[src/rtl/vdma_pkg.sv]
// Shared VDMA definitions: scheduler state encoding and AXI constants
// common to the write burst scheduler and the write state core.
package vdma_pkg;

  typedef enum logic [2:0] {
    ST_IDLE      = 3'd0,
    ST_WAIT_DATA = 3'd1,
    ST_REQ       = 3'd2,
    ST_WAIT_DONE = 3'd3,
    ST_FRAME_END = 3'd4
  } sched_state_t;

  // 32-byte beats, matching awsize 3'b101 on the write core
  localparam int unsigned VDMA_BYTES_PER_BEAT = 32;
  localparam logic [2:0]  VDMA_AXI_SIZE       = 3'b101;
  localparam logic [1:0]  VDMA_AXI_BURST_INCR = 2'b01;

  // AXI bursts must never straddle a 4 KB boundary
  localparam int unsigned VDMA_4K_BYTES = 4096;

endpackage

[src/rtl/vdma_frame_ptr.sv]
// Frame-buffer index rotator: steps 0..FRAME_NUM-1 and wraps.
// Kept separate so the read-side scheduler can reuse it.
module vdma_frame_ptr #(
  parameter int unsigned FRAME_NUM = 3
) (
  input  logic       axi_aclk,
  input  logic       axi_resetn,
  input  logic       advance,
  output logic [1:0] index
);

  localparam logic [1:0] LAST_INDEX = 2'(FRAME_NUM - 1);

  // Advance the buffer pointer once per completed frame
  always_ff @(posedge axi_aclk or negedge axi_resetn) begin
    if (!axi_resetn) begin
      index <= 2'd0;
    end else if (advance) begin
      index <= (index == LAST_INDEX) ? 2'd0 : index + 2'd1;
    end
  end

endmodule

[src/rtl/axi_vdma_wr_burst_sched.sv]
// VDMA write-path burst scheduler: splits each frame into bursts of at
// most BURST_LEN beats, gates each burst on FIFO fill level, issues one
// request at a time to the write core and rotates through frame buffers.
module axi_vdma_wr_burst_sched
  import vdma_pkg::*;
#(
  parameter int unsigned     ASIZE          = 32,
  parameter int unsigned     LSIZE          = 8,
  parameter int unsigned     CSIZE          = 10,
  parameter int unsigned     FSIZE          = 24,
  parameter int unsigned     BURST_LEN      = 64,
  parameter int unsigned     BYTES_PER_BEAT = VDMA_BYTES_PER_BEAT,
  parameter logic [ASIZE-1:0] BASE_ADDR     = 32'h0000_0000,
  parameter logic [ASIZE-1:0] FRAME_STRIDE  = 32'h0080_0000,
  parameter int unsigned     FRAME_NUM      = 3
) (
  input  logic             axi_aclk,
  input  logic             axi_resetn,
  input  logic             enable,
  input  logic             vs_start,
  input  logic [FSIZE-1:0] cfg_frame_beats,
  input  logic [CSIZE-1:0] fifo_count,
  output logic             write_req,
  output logic [LSIZE-1:0] req_len,
  output logic [ASIZE-1:0] req_addr,
  input  logic             req_done,
  input  logic             req_err,
  output logic [1:0]       frame_index,
  output logic             frame_done,
  output logic             frame_skip,
  output logic             err_flag,
  output logic             busy
);

  // Bad parameter sets are rejected at elaboration rather than producing
  // bursts that cross a 4 KB page
  if ((BURST_LEN < 1) || (BURST_LEN > (1 << LSIZE))) begin : g_bad_burst_len
    $error("axi_vdma_wr_burst_sched: BURST_LEN out of range");
  end
  if ((VDMA_4K_BYTES % (BURST_LEN * BYTES_PER_BEAT)) != 0) begin : g_bad_burst_bytes
    $error("axi_vdma_wr_burst_sched: BURST_LEN*BYTES_PER_BEAT must divide 4096");
  end
  if ((BASE_ADDR[11:0] != 12'd0) || (FRAME_STRIDE[11:0] != 12'd0)) begin : g_bad_align
    $error("axi_vdma_wr_burst_sched: BASE_ADDR and FRAME_STRIDE must be 4 KB aligned");
  end
  if ((FRAME_NUM < 1) || (FRAME_NUM > 4)) begin : g_bad_frame_num
    $error("axi_vdma_wr_burst_sched: FRAME_NUM must be 1..4");
  end

  localparam int unsigned     CMPW        = (CSIZE > FSIZE) ? CSIZE : FSIZE;
  localparam logic [FSIZE-1:0] BURST_CHUNK = FSIZE'(BURST_LEN);

  sched_state_t     state;
  sched_state_t     next_state;
  logic [FSIZE-1:0] remaining;
  logic [ASIZE-1:0] addr;
  logic [FSIZE-1:0] chunk;
  logic [FSIZE-1:0] remaining_after;
  logic [ASIZE-1:0] frame_base;
  logic             fifo_ok;
  logic             start_frame;

  assign chunk           = (remaining < BURST_CHUNK) ? remaining : BURST_CHUNK;
  assign remaining_after = remaining - chunk;
  assign frame_base      = BASE_ADDR + ASIZE'(frame_index) * FRAME_STRIDE;
  assign fifo_ok         = CMPW'(fifo_count) >= CMPW'(chunk);
  assign start_frame     = (state == ST_IDLE) && vs_start && enable;

  vdma_frame_ptr #(
    .FRAME_NUM (FRAME_NUM)
  ) u_frame_ptr (
    .axi_aclk   (axi_aclk),
    .axi_resetn (axi_resetn),
    .advance    (state == ST_FRAME_END),
    .index      (frame_index)
  );

  // Scheduler state register
  always_ff @(posedge axi_aclk or negedge axi_resetn) begin
    if (!axi_resetn) begin
      state <= ST_IDLE;
    end else begin
      state <= next_state;
    end
  end

  // Next-state decode; an aborted frame only leaves at a burst boundary
  always_comb begin
    next_state = state;
    case (state)
      ST_IDLE: begin
        if (vs_start && enable) begin
          next_state = (cfg_frame_beats == '0) ? ST_FRAME_END : ST_WAIT_DATA;
        end
      end
      ST_WAIT_DATA: begin
        if (!enable) begin
          next_state = ST_IDLE;
        end else if (fifo_ok) begin
          next_state = ST_REQ;
        end
      end
      ST_REQ: begin
        next_state = ST_WAIT_DONE;
      end
      ST_WAIT_DONE: begin
        if (req_done) begin
          if (remaining_after == '0) begin
            next_state = ST_FRAME_END;
          end else if (!enable) begin
            next_state = ST_IDLE;
          end else begin
            next_state = ST_WAIT_DATA;
          end
        end
      end
      ST_FRAME_END: begin
        next_state = ST_IDLE;
      end
      default: begin
        next_state = ST_IDLE;
      end
    endcase
  end

  // Registered status pulses, timed so they are high alongside their state
  always_ff @(posedge axi_aclk or negedge axi_resetn) begin
    if (!axi_resetn) begin
      write_req  <= 1'b0;
      frame_done <= 1'b0;
      frame_skip <= 1'b0;
      busy       <= 1'b0;
    end else begin
      write_req  <= (next_state == ST_REQ);
      frame_done <= (next_state == ST_FRAME_END);
      frame_skip <= vs_start && (state != ST_IDLE);
      busy       <= (next_state != ST_IDLE);
    end
  end

  // Frame and burst bookkeeping: remaining beats, burst address, request fields, error flag
  always_ff @(posedge axi_aclk or negedge axi_resetn) begin
    if (!axi_resetn) begin
      remaining <= '0;
      addr      <= '0;
      req_len   <= '0;
      req_addr  <= '0;
      err_flag  <= 1'b0;
    end else begin
      if (start_frame) begin
        remaining <= cfg_frame_beats;
        addr      <= frame_base;
        err_flag  <= 1'b0;
      end
      if ((state == ST_WAIT_DATA) && enable && fifo_ok) begin
        req_len  <= LSIZE'(chunk - FSIZE'(1));
        req_addr <= addr;
      end
      if ((state == ST_WAIT_DONE) && req_done) begin
        addr      <= addr + ASIZE'(chunk) * ASIZE'(BYTES_PER_BEAT);
        remaining <= remaining_after;
        if (req_err) begin
          err_flag <= 1'b1;
        end
      end
    end
  end

endmodule
[config.mk]
export PLATFORM = sky130hd
export DESIGN_NAME = axi_vdma_wr_burst_sched
export DESIGN_NICKNAME = d
export VERILOG_FILES = /design/src/rtl/vdma_pkg.sv /design/src/rtl/vdma_frame_ptr.sv /design/src/rtl/axi_vdma_wr_burst_sched.sv
export SDC_FILE = /design/constraint.sdc
export NUM_CORES = 1
export LEC_CHECK = 0
export CAP_MARGIN = 20
export CORE_ASPECT_RATIO = 2
export CORE_MARGIN = 3
export CORE_UTILIZATION = 30
export DETAILED_ROUTE_END_ITERATION = 12
export HOLD_SLACK_MARGIN = 0.1
export PLACE_DENSITY = 0.45
export SYNTH_ARGS = -nofsm -noshare
export SYNTH_HDL_FRONTEND = slang
export SYNTH_SLANG_ARGS = --single-unit
[constraint.sdc]
create_clock -name axi_aclk -period 5.65 [get_ports axi_aclk]
set_clock_uncertainty 0.05 [all_clocks]
set_input_delay 1.13 -clock axi_aclk [delete_from_list [all_inputs] [get_ports axi_aclk]]
set_output_delay 1.13 -clock axi_aclk [all_outputs]
set_load 0.02 [all_outputs]
==> results.py <==
metrics = {
    "run_status": {
        "status": "completed",
    },
    "hold_path": {
        "hp-class": "register to register",
        "hold_depth": 1,
    },
    "layout": {
        "fillers": 1996,
        "insertedDiodeCount": 0,
        "drive_gt1_share_pct": 9.94,
        "fin_area_mm2": 0.00731,
        "syn2layout_area_growth_pct": 24.5,
        "fin_nets": 776,
        "post-route-util_pct": 38.5,
    },
    "clock_tree": {
        "post_cts_buffers": 0,
        "postCtsHoldBufs": 0,
        "htree_levels": 3,
        "cts_sinks": 96,
        "cts_root_buf": "clkbuf_16",
        "clkTransAtPathRegs_ns": 0.07,
        "cts_tree": "built",
        "clockBufferDepth": 2,
        "cts_buffers": 9,
        "clock_latency_ns": 0.35,
        "post_cts_resized": 0,
    },
    "yosys": {
        "synth_common_cells": "dfrtp_1, nand2_1, o21ai_0, ha_1, nand3_1",
        "yosysSeqAreaShare_pct": 40.9,
        "synthCells": 609,
        "yosys-top-cells-area": "dfrtp_1, ha_1, mux2_2",
        "yosysUniqueCellTypes": 68,
        "synth_ff_type": "dfrtp_1",
        "synthArstFlopShare_pct": 100,
        "yosys.cell_count.top_type": "dfrtp_1",
        "yosysWarnings": 0,
        "netlist_area_mm2": 0.00587,
        "synth-edff-count": 0,
        "yosysTopAreaCell": "dfrtp_1",
        "synth_seq_cells": 96,
        "syn-mean-instance-area_um2": 9.64,
        "synth_top_area_share_pct": 40.9,
    },
    "power_and_ir_drop": {
        "power.internal_mw": 1.90,
        "switching_share_pct": 40.3,
        "p_total_mw": 3.18,
        "seq_power_share_pct": 36.4,
        "powerDensity_mw_per_mm2": 435,
        "irDropWorstVdd_v": 0.000210,
        "power.leakage_nw": 3.30,
        "p_comb_share_pct": 42.6,
        "p_clk_share_pct": 21.0,
        "switching_power_mw": 1.28,
    },
    "global_routing": {
        "antenna_found_initial": 0,
        "grt_usage_pct": 17.6,
        "gr-total-overflow": 0,
        "grt_pass1_wl_mm": 29.2,
        "grt_pass1_vias": 5241,
        "grt_max_degree": 54,
    },
    "setup_path": {
        "required_ns": 5.83,
        "worst_setup_path_start_kind": "register",
        "crit_fanout": 37,
        "worstSetupPathType": "register to register",
        "arrival_ns": 4.75,
        "endpoint_kind": "register",
        "reg2reg_depth": 15,
    },
    "route": {
        "remaining_drc_errors": 0,
        "postRouteAntennaNets": 0,
        "wl_mm": 18.4,
        "via_per_inst": 5.27,
        "dr.first_iter.drc_count": 145,
        "via_count": 5052,
        "drtPass1Iterations": 4,
        "wl_per_cell_um": 19.2,
    },
    "floorplan": {
        "initial_core_util_pct": 30.9,
        "dieHeight_um": 204,
        "core_mm2": 0.0190,
        "die_area_mm2": 0.0214,
        "fp-row-count": 71,
        "die_x_um": 105,
        "io_pins": 87,
    },
    "timing": {
        "relSlewSlack_pct": 30.0,
        "maxSlewViolCount": 0,
        "setup-violations-final": 0,
        "min_period_ns": 4.57,
        "fin_crit_sh_pct": 80.8,
        "worstMarginPinSlew_ns": 1.05,
        "final-hold-violation-count": 0,
        "rsz0062_at_grt": "false",
        "timing.setup.tns_ns": 0,
        "fmax_mhz": 219,
        "fin_ws_ns": 1.08,
    },
    "placement": {
        "place_congestion": 0.912,
        "place.port_buffers": 81,
        "dpl_cell_area_mm2": 0.00699,
        "hpwl_mm": 13.8,
        "place_ws_ns": 1.04,
    },
    "job": {
        "maxCapViolCount": 0,
    },
}
-- kinds of logic after synthesis --
kind of cell | count (synthesis) | synth area share [%]
other | 2 | 0.128
XOR/XNOR | 28 | 4.18
buffers and inverters | 49 | 3.64
adder cells (fa/ha/maj) | 37 | 8.01
AO/OA/AOI/OAI | 166 | 19.1
multiplexers | 38 | 7.20
AND/OR/NAND/NOR | 193 | 16.9
flip-flops | 96 | 40.9
-- layout by cell type (no fill, tap or decap), drive strengths merged, types with 8 or more instances in the layout --
cell,count
dfrtp,96
clkdlybuf4s50,80
nand2,60
o21ai,52
nand3,36
ha,36
mux2,34
conb,26
a21oi,22
nor2,19
nor4,19
xor2,17
inv,16
a21o,16
nor3,15
clkbuf,14
xnor2,11
and3,10
nand2b,9
a22oi,9
a221o,9
a31oi,8
or4,8
-- state kept, by name (all words and copies together) (netlist names) --
| register | cells |
|---|---|
| write_req | 1 |
| frame_done | 1 |
| req_addr | 27 |
| frame_skip | 1 |
| err_flag | 1 |
| remaining | 24 |
| state | 3 |
| busy | 1 |
| u_frame_ptr.index | 2 |
| addr | 27 |
| req_len | 8 |
-- power by group through the flow --
stage               registers (mW)  clock network, mW  logic, mW
detailed placement            1.17                  0       1.35
finish                        1.16              0.668       1.36
global route                  1.20              0.711       1.50
floorplan                     1.15                  0      0.857
CTS                           1.16              0.692       1.36
global placement              1.16                  0       1.34
-- final timing paths --
| path | to | slack (ns) | start |
|---|---|---|---|
| min | req_addr[24]$_DFFE_PN0P_ | 0.46 | req_addr[24]$_DFFE_PN0P_ |
| max | state[1]$_DFF_PN0_ | 1.08 | remaining[8]$_DFFE_PN0P_ |
| max reg2reg | state[1]$_DFF_PN0_ | 1.08 | remaining[8]$_DFFE_PN0P_ |
| max in group asynchronous | req_addr[23]$_DFFE_PN0P_ | 3.68 | axi_resetn |
| min reg2reg | req_addr[24]$_DFFE_PN0P_ | 0.46 | req_addr[24]$_DFFE_PN0P_ |
| min in group asynchronous | remaining[21]$_DFFE_PN0P_ | 0.78 | axi_resetn |
-- metal layers --
metal / GRT usage, % / vias to the layer above / wire length (um)
met2: 33.0 / 142 / 10200
met5: 0 / - / 0
met3: 2.78 / 50 / 633
li1: - / 2416 / -
met4: 11.6 / 0 / 1050
met1: 17.5 / 2444 / 6480
-- worst max-delay path, stage by stage (launching register included) --
cell and delay, ns:
dfrtp_1 0.46, or4_1 0.69, nor4_4 0.34, nand2_4 0.17, clkinv_4 0.15, nand2_1 0.11, inv_1 0.10, ha_1 0.22
nand2b_1 0.14, a21o_1 0.18, a21o_1 0.17, a21o_1 0.17, a21oi_1 0.25, nor2_1 0.13, o31a_2 0.69, or2_2 0.42
-- layout make-up --
type	count	area (um2)	area share, %
multi-input cells	488	3350	45.8
flip-flops and latches	96	2400	32.9
inverters	17	68.8	0.941
clock buffers	14	284	3.88
repair buffers	87	853	11.7
well taps	255	319	4.36
clock inverters	2	35.0	0.479
-- through the flow --
step	std cells	hold WS, ns
floorplan	633	0.393
global placement	943	0.443
detailed placement	943	0.436
CTS	959	0.460
global route	959	0.476
finish	959	0.458
Note: power is estimated with default switching activity, not from simulation.
==> patch 1: new RTL, config.mk and constraints unchanged <==
Add an input register stage for `enable`, `vs_start`, `cfg_frame_beats`, `fifo_count`, `req_done` and `req_err`, without a reset; this delays them by one clock.
--- a/src/rtl/axi_vdma_wr_burst_sched.sv
+++ b/src/rtl/axi_vdma_wr_burst_sched.sv
@@ -32,6 +32,22 @@
   output logic             busy
 );
 
+  logic enable_q;
+  logic vs_start_q;
+  logic [FSIZE-1:0] cfg_frame_beats_q;
+  logic [CSIZE-1:0] fifo_count_q;
+  logic req_done_q;
+  logic req_err_q;
+
+  always_ff @(posedge axi_aclk) begin
+    enable_q          <= enable;
+    vs_start_q        <= vs_start;
+    cfg_frame_beats_q <= cfg_frame_beats;
+    fifo_count_q      <= fifo_count;
+    req_done_q        <= req_done;
+    req_err_q         <= req_err;
+  end
+
   // Bad parameter sets are rejected at elaboration rather than producing
   // bursts that cross a 4 KB page
   if ((BURST_LEN < 1) || (BURST_LEN > (1 << LSIZE))) begin : g_bad_burst_len
@@ -63,8 +79,8 @@
   assign chunk           = (remaining < BURST_CHUNK) ? remaining : BURST_CHUNK;
   assign remaining_after = remaining - chunk;
   assign frame_base      = BASE_ADDR + ASIZE'(frame_index) * FRAME_STRIDE;
-  assign fifo_ok         = CMPW'(fifo_count) >= CMPW'(chunk);
-  assign start_frame     = (state == ST_IDLE) && vs_start && enable;
+  assign fifo_ok         = CMPW'(fifo_count_q) >= CMPW'(chunk);
+  assign start_frame     = (state == ST_IDLE) && vs_start_q && enable_q;
 
   vdma_frame_ptr #(
     .FRAME_NUM (FRAME_NUM)
@@ -89,12 +105,12 @@
     next_state = state;
     case (state)
       ST_IDLE: begin
-        if (vs_start && enable) begin
-          next_state = (cfg_frame_beats == '0) ? ST_FRAME_END : ST_WAIT_DATA;
+        if (vs_start_q && enable_q) begin
+          next_state = (cfg_frame_beats_q == '0) ? ST_FRAME_END : ST_WAIT_DATA;
         end
       end
       ST_WAIT_DATA: begin
-        if (!enable) begin
+        if (!enable_q) begin
           next_state = ST_IDLE;
         end else if (fifo_ok) begin
           next_state = ST_REQ;
@@ -104,10 +120,10 @@
         next_state = ST_WAIT_DONE;
       end
       ST_WAIT_DONE: begin
-        if (req_done) begin
+        if (req_done_q) begin
           if (remaining_after == '0) begin
             next_state = ST_FRAME_END;
-          end else if (!enable) begin
+          end else if (!enable_q) begin
             next_state = ST_IDLE;
           end else begin
             next_state = ST_WAIT_DATA;
@@ -133,7 +149,7 @@
     end else begin
       write_req  <= (next_state == ST_REQ);
       frame_done <= (next_state == ST_FRAME_END);
-      frame_skip <= vs_start && (state != ST_IDLE);
+      frame_skip <= vs_start_q && (state != ST_IDLE);
       busy       <= (next_state != ST_IDLE);
     end
   end
@@ -148,18 +164,18 @@
       err_flag  <= 1'b0;
     end else begin
       if (start_frame) begin
-        remaining <= cfg_frame_beats;
+        remaining <= cfg_frame_beats_q;
         addr      <= frame_base;
         err_flag  <= 1'b0;
       end
-      if ((state == ST_WAIT_DATA) && enable && fifo_ok) begin
+      if ((state == ST_WAIT_DATA) && enable_q && fifo_ok) begin
         req_len  <= LSIZE'(chunk - FSIZE'(1));
         req_addr <= addr;
       end
-      if ((state == ST_WAIT_DONE) && req_done) begin
+      if ((state == ST_WAIT_DONE) && req_done_q) begin
         addr      <= addr + ASIZE'(chunk) * ASIZE'(BYTES_PER_BEAT);
         remaining <= remaining_after;
-        if (req_err) begin
+        if (req_err_q) begin
           err_flag <= 1'b1;
         end
       end
Check against the original RTL: not equivalent (a bounded check fails within 4 cycles, from zero or initial values and one cycle with axi_resetn low).
==> patch 1 against the original RTL <==
  * Die area is 14% higher
  * Worst setup slack better by 79 ps
  * Area after synthesis is 15% higher
  * Total power is 24% higher
  * Count of clock-buffer cells in the layout is 6 higher
  * Final cell count is 9.1% higher
  * Final area is 16% higher
  * Wire length hardly changed
  * Hold slack worse by 70 ps
  * Sequential cell count is 38 higher
==> patch 1: results (changes against the original RTL) <==
stage	metric	value	unit	change
cells_and_area	buf_share	10.11	%	-1.6 points
clock_network	worstSkewPairLatency	430	ps	+80 ps
logic_synthesis	synthXorXnorAreaFrac	3.113	%	-1.1 points
cells_and_area	clk_share	7.099	%	+2.7 points
cells_and_area	clkbuf_count	20		+6
cells_and_area	drive_above_1_share	13.51	%	+3.6 points
worst_setup_path	r2r_slack	1160	ps	+80 ps
place	dp_cells	1013		+7.4%
logic_synthesis	syn_inst	657		+7.9%
detailed_routing	wl_met1	6.324	mm	-2.4%
power	peakVddDrop	0.1991	mV	-5.3%
outcome	status	complete, no violations		
global_route	grt_start_max_net_pins	53		-1.9%
worst_setup_path	path_max_fanout	28		-24%
global_route	grt_pass1_wl	29.67	mm	+1.8%
detailed_routing	finalWirelength	18.37	mm	about the same
floorplan	tap_cells	276		+8.2%
detailed_routing	wl_per_cell	17.56	um	-8.4%
cells_and_area	inverters	19		+2
detailed_routing	vias	5336		+5.6%
detailed_routing	drt_iter0_drc	209		+44%
logic_synthesis	synthTopCellsByCount	96 x dfrtp_1, 66 x nand2_1, 49 x o21ai_0		
logic_synthesis	netlist-cell-type-count	78		+15%
place	post-dp-hpwl	14.05	mm	+1.5%
place	dpl_cell_area	0.007865	mm^2	+12%
global_route	grt_pass1_vias	5713		+9.0%
clock_network	cts_buffers	17		+8
logic_synthesis	synth_compound_area_share	17.31	%	-1.8 points
timing	clock.fmax	222.9	MHz	+1.8%
power	p_leak	3.815	nW	+16%
timing	relSlewSlack	33.23	%	+3.2 points
cells_and_area	seq_share	37.31	%	+4.4 points
==> patch 1: changes by cell type after synthesis, moves of 5 or more <==
| cell | unedited run | this run |
|---|---|---|
| dfxtp_1 | 0 | 38 |
| nand3_1 | 36 | 23 |
| nor2_1 | 19 | 31 |
| a21oi_1 | 22 | 32 |
| nor4_1 | 18 | 9 |
| nand2_1 | 58 | 66 |
| clkbuf_1 | 22 | 15 |
| xor2_1 | 17 | 10 |
| a22oi_1 | 9 | 4 |
| and3_1 | 10 | 5 |
==> patch 1: critical path, stage by stage (launching register included) <==
cell      delay (ps)
dfrtp_1          450
nor4_2           460
and4_1           420
nand2_4          150
clkinv_2         190
nand2_1          150
inv_1            110
ha_1             220
nand2b_1         140
a21o_1           170
a21o_1           170
a211oi_1         260
o31ai_1          120
a31oi_1          210
nand2b_2         290
buf_4            400
mux2_2           380
==> patch 1: final timing paths <==
| kind | start | endpoint | cells past startpoint |
|---|---|---|---|
| worst max-delay path | remaining[12] | req_addr[28] | 16 |
| worst min-delay path | cfg_frame_beats_q[10] | remaining[10] | 2 |
| worst max register to register | remaining[12] | req_addr[28] | 16 |
| worst min register to register | cfg_frame_beats_q[10] | remaining[10] | 2 |
| max in group asynchronous | axi_resetn | req_len[4] | 2 |
| min in group asynchronous | axi_resetn | req_addr[26] | 1 |
==> patch 1: power by group through the flow <==
stage                     Sequential [mW]  Combinational (mW)  Clock, mW
after floorplan                      1.45               0.923          0
after global placement               1.45                1.38          0
after detailed placement             1.46                1.39          0
after CTS                            1.44                1.39       1.15
after global routing                 1.48                1.55       1.19
final                                1.44                1.40       1.11
==> patch 1: routing by layer <==
metal	GRT usage [%]	vias up
met5	0	-
met3	3.547	45
met4	8.143	0
li1	-	2580
met1	14.55	2594
met2	31.13	117
==> patch 2: new RTL, same settings <==
Without the edit above. Set the parameter `LSIZE` to 7 (it was 8).
--- a/src/rtl/axi_vdma_wr_burst_sched.sv
+++ b/src/rtl/axi_vdma_wr_burst_sched.sv
@@ -5,7 +5,7 @@
   import vdma_pkg::*;
 #(
   parameter int unsigned     ASIZE          = 32,
-  parameter int unsigned     LSIZE          = 8,
+  parameter int unsigned     LSIZE          = 7,
   parameter int unsigned     CSIZE          = 10,
   parameter int unsigned     FSIZE          = 24,
   parameter int unsigned     BURST_LEN      = 64,
Ports: changed (resized req_len); port bits go from 87 to 86. No check against the original RTL was run, so the function may have changed too.
==> patch 2 against the original RTL <==
  * Final area fell by 0.43%
  * Wire length is 0.18% lower
  * Hold slack worse by 15 ps
  * Sequential cell count fell by 1
  * Worst setup slack improved by 220 ps
  * Combinational power rose by 4%
  * First-iteration DRC count is 84% higher
  * Highest routed layer unchanged
  * Total power is 1.3% lower
  * Area after synthesis about the same
  * Via count up 2.8%
==> patch 2: results (changes against the original RTL) <==
stage	metric	value	unit	change
worst_setup_path	critPathSlowestCell	or4_4		
logic_synthesis	ys_seq_area_share	40.50	%	-0.40 points
worst_setup_path	max_stage_delay	630	ps	-60 ps
place	post-place-ws	1333	ps	+295.5 ps
place	portBuffers	80		-1.2%
timing	worst_pin_slew	962.6	ps	-86.79 ps
worst_setup_path	worstPathArrival	4530	ps	-220 ps
worst_setup_path	path_max_fanout	14		-62%
worst_hold_path	hold_path_depth	2		+1
logic_synthesis	async_flop_share	100.0	%	unchanged
worst_setup_path	critPathTopFamily	compound AO/OA/AOI/OAI gates		
place	routabilityCongestion	0.8945		-1.9%
power	p_leak	3.223	nW	-2.2%
power	comb_power_share	44.7	%	+2.1 points
detailed_routing	drt_iter0_drc	267		+84%
detailed_routing	wl_per_cell	18.72	um	-2.3%
logic_synthesis	ys_top_cells_by_area	dfrtp_1 41%, ha_1 7.7%, mux2_2 5.4%		
place	post-dp-hpwl	13.70	mm	-1.0%
global_route	grt_pass1_vias	5419		+3.4%
power	switching_share	41.52	%	+1.2 points
logic_synthesis	netlist-cell-type-count	63		-7.4%
cells_and_area	antennaDiodeCount	0		unchanged
global_route	grt_usage	17.70	%	+0.11 points
power	p_sw	1.304	mW	+1.6%
global_route	grt_pass1_wl	29.64	mm	+1.7%
power	peakVddDrop	0.1712	mV	-19%
cells_and_area	drive_above_1_share	8.552	%	-1.4 points
cells_and_area	fin_nets	798		+2.8%
outcome	status	complete, no violations		
clock_network	cts_resized	0		unchanged
detailed_routing	vias	5195		+2.8%
logic_synthesis	synthTopCellsByCount	95 x dfrtp_1, 75 x nand2_1, 58 x o21ai_0		
==> patch 2: metrics by stage <==
step                area [um^2]  std cells
floorplan                  5959        655
global placement           6994        965
detailed placement         6994        965
CTS                        7279        980
global route               7279        980
finish                     7279        980
==> patch 2: worst reg2reg max path: stages, from the launching register on <==
cell and delay (ps):
dfrtp_1 500, or4_4 630, nor4_4 150, buf_4 210, and2_4 250, inv_1 150, ha_1 390, o21ai_0 120
nor3_1 240, nand3_1 170, a21boi_0 570, a21oi_1 220, o211a_1 260, a311o_1 310
==> patch 2: per-layer routing <==
layer / GRT usage (%) / part of all wire, %
met5: 0 / 0
met4: 7.696 / 3.3
met3: 3.130 / 4.1
met2: 34.10 / 57
met1: 18.38 / 36
==> patch 2: cell families (layout without fill, tap and decap cells) <==
family	Yosys count	after routing	share of synthesized area, %
muxes	31	31	5.884
AOI/OAI and AO/OA	179	179	20.19
other	2	26	0.1280
adders and majority gates	37	37	8.015
xor gates and xnor gates	24	24	3.581
and+or+nand+nor	213	213	17.78
buffers and inverters	50	120	3.922
DFF	95	95	40.50
==> patch 2: worst paths after layout <==
kind                          startpoint           end  slack, ps
setup / recovery           remaining[14]      addr[26]       1300
min in group asynchronous     axi_resetn  remaining[0]        880
hold reg to reg               req_len[2]    req_len[2]        440
hold / removal                req_len[2]    req_len[2]        440
max in group asynchronous     axi_resetn      addr[21]       3720
setup reg to reg           remaining[14]      addr[26]       1300
==> patch 2: final cells by class <==
| cell class | count | area (um^2) |
|---|---|---|
| inverters | 15 | 56.30 |
| well taps | 255 | 319.1 |
| multi-input cells | 510 | 3368 |
| flip-flops and latches | 95 | 2377 |
| clock inverters | 2 | 15.01 |
| repair buffers | 90 | 873.3 |
| fillers | 1937 | 11730 |
| clock buffers | 13 | 270.3 |
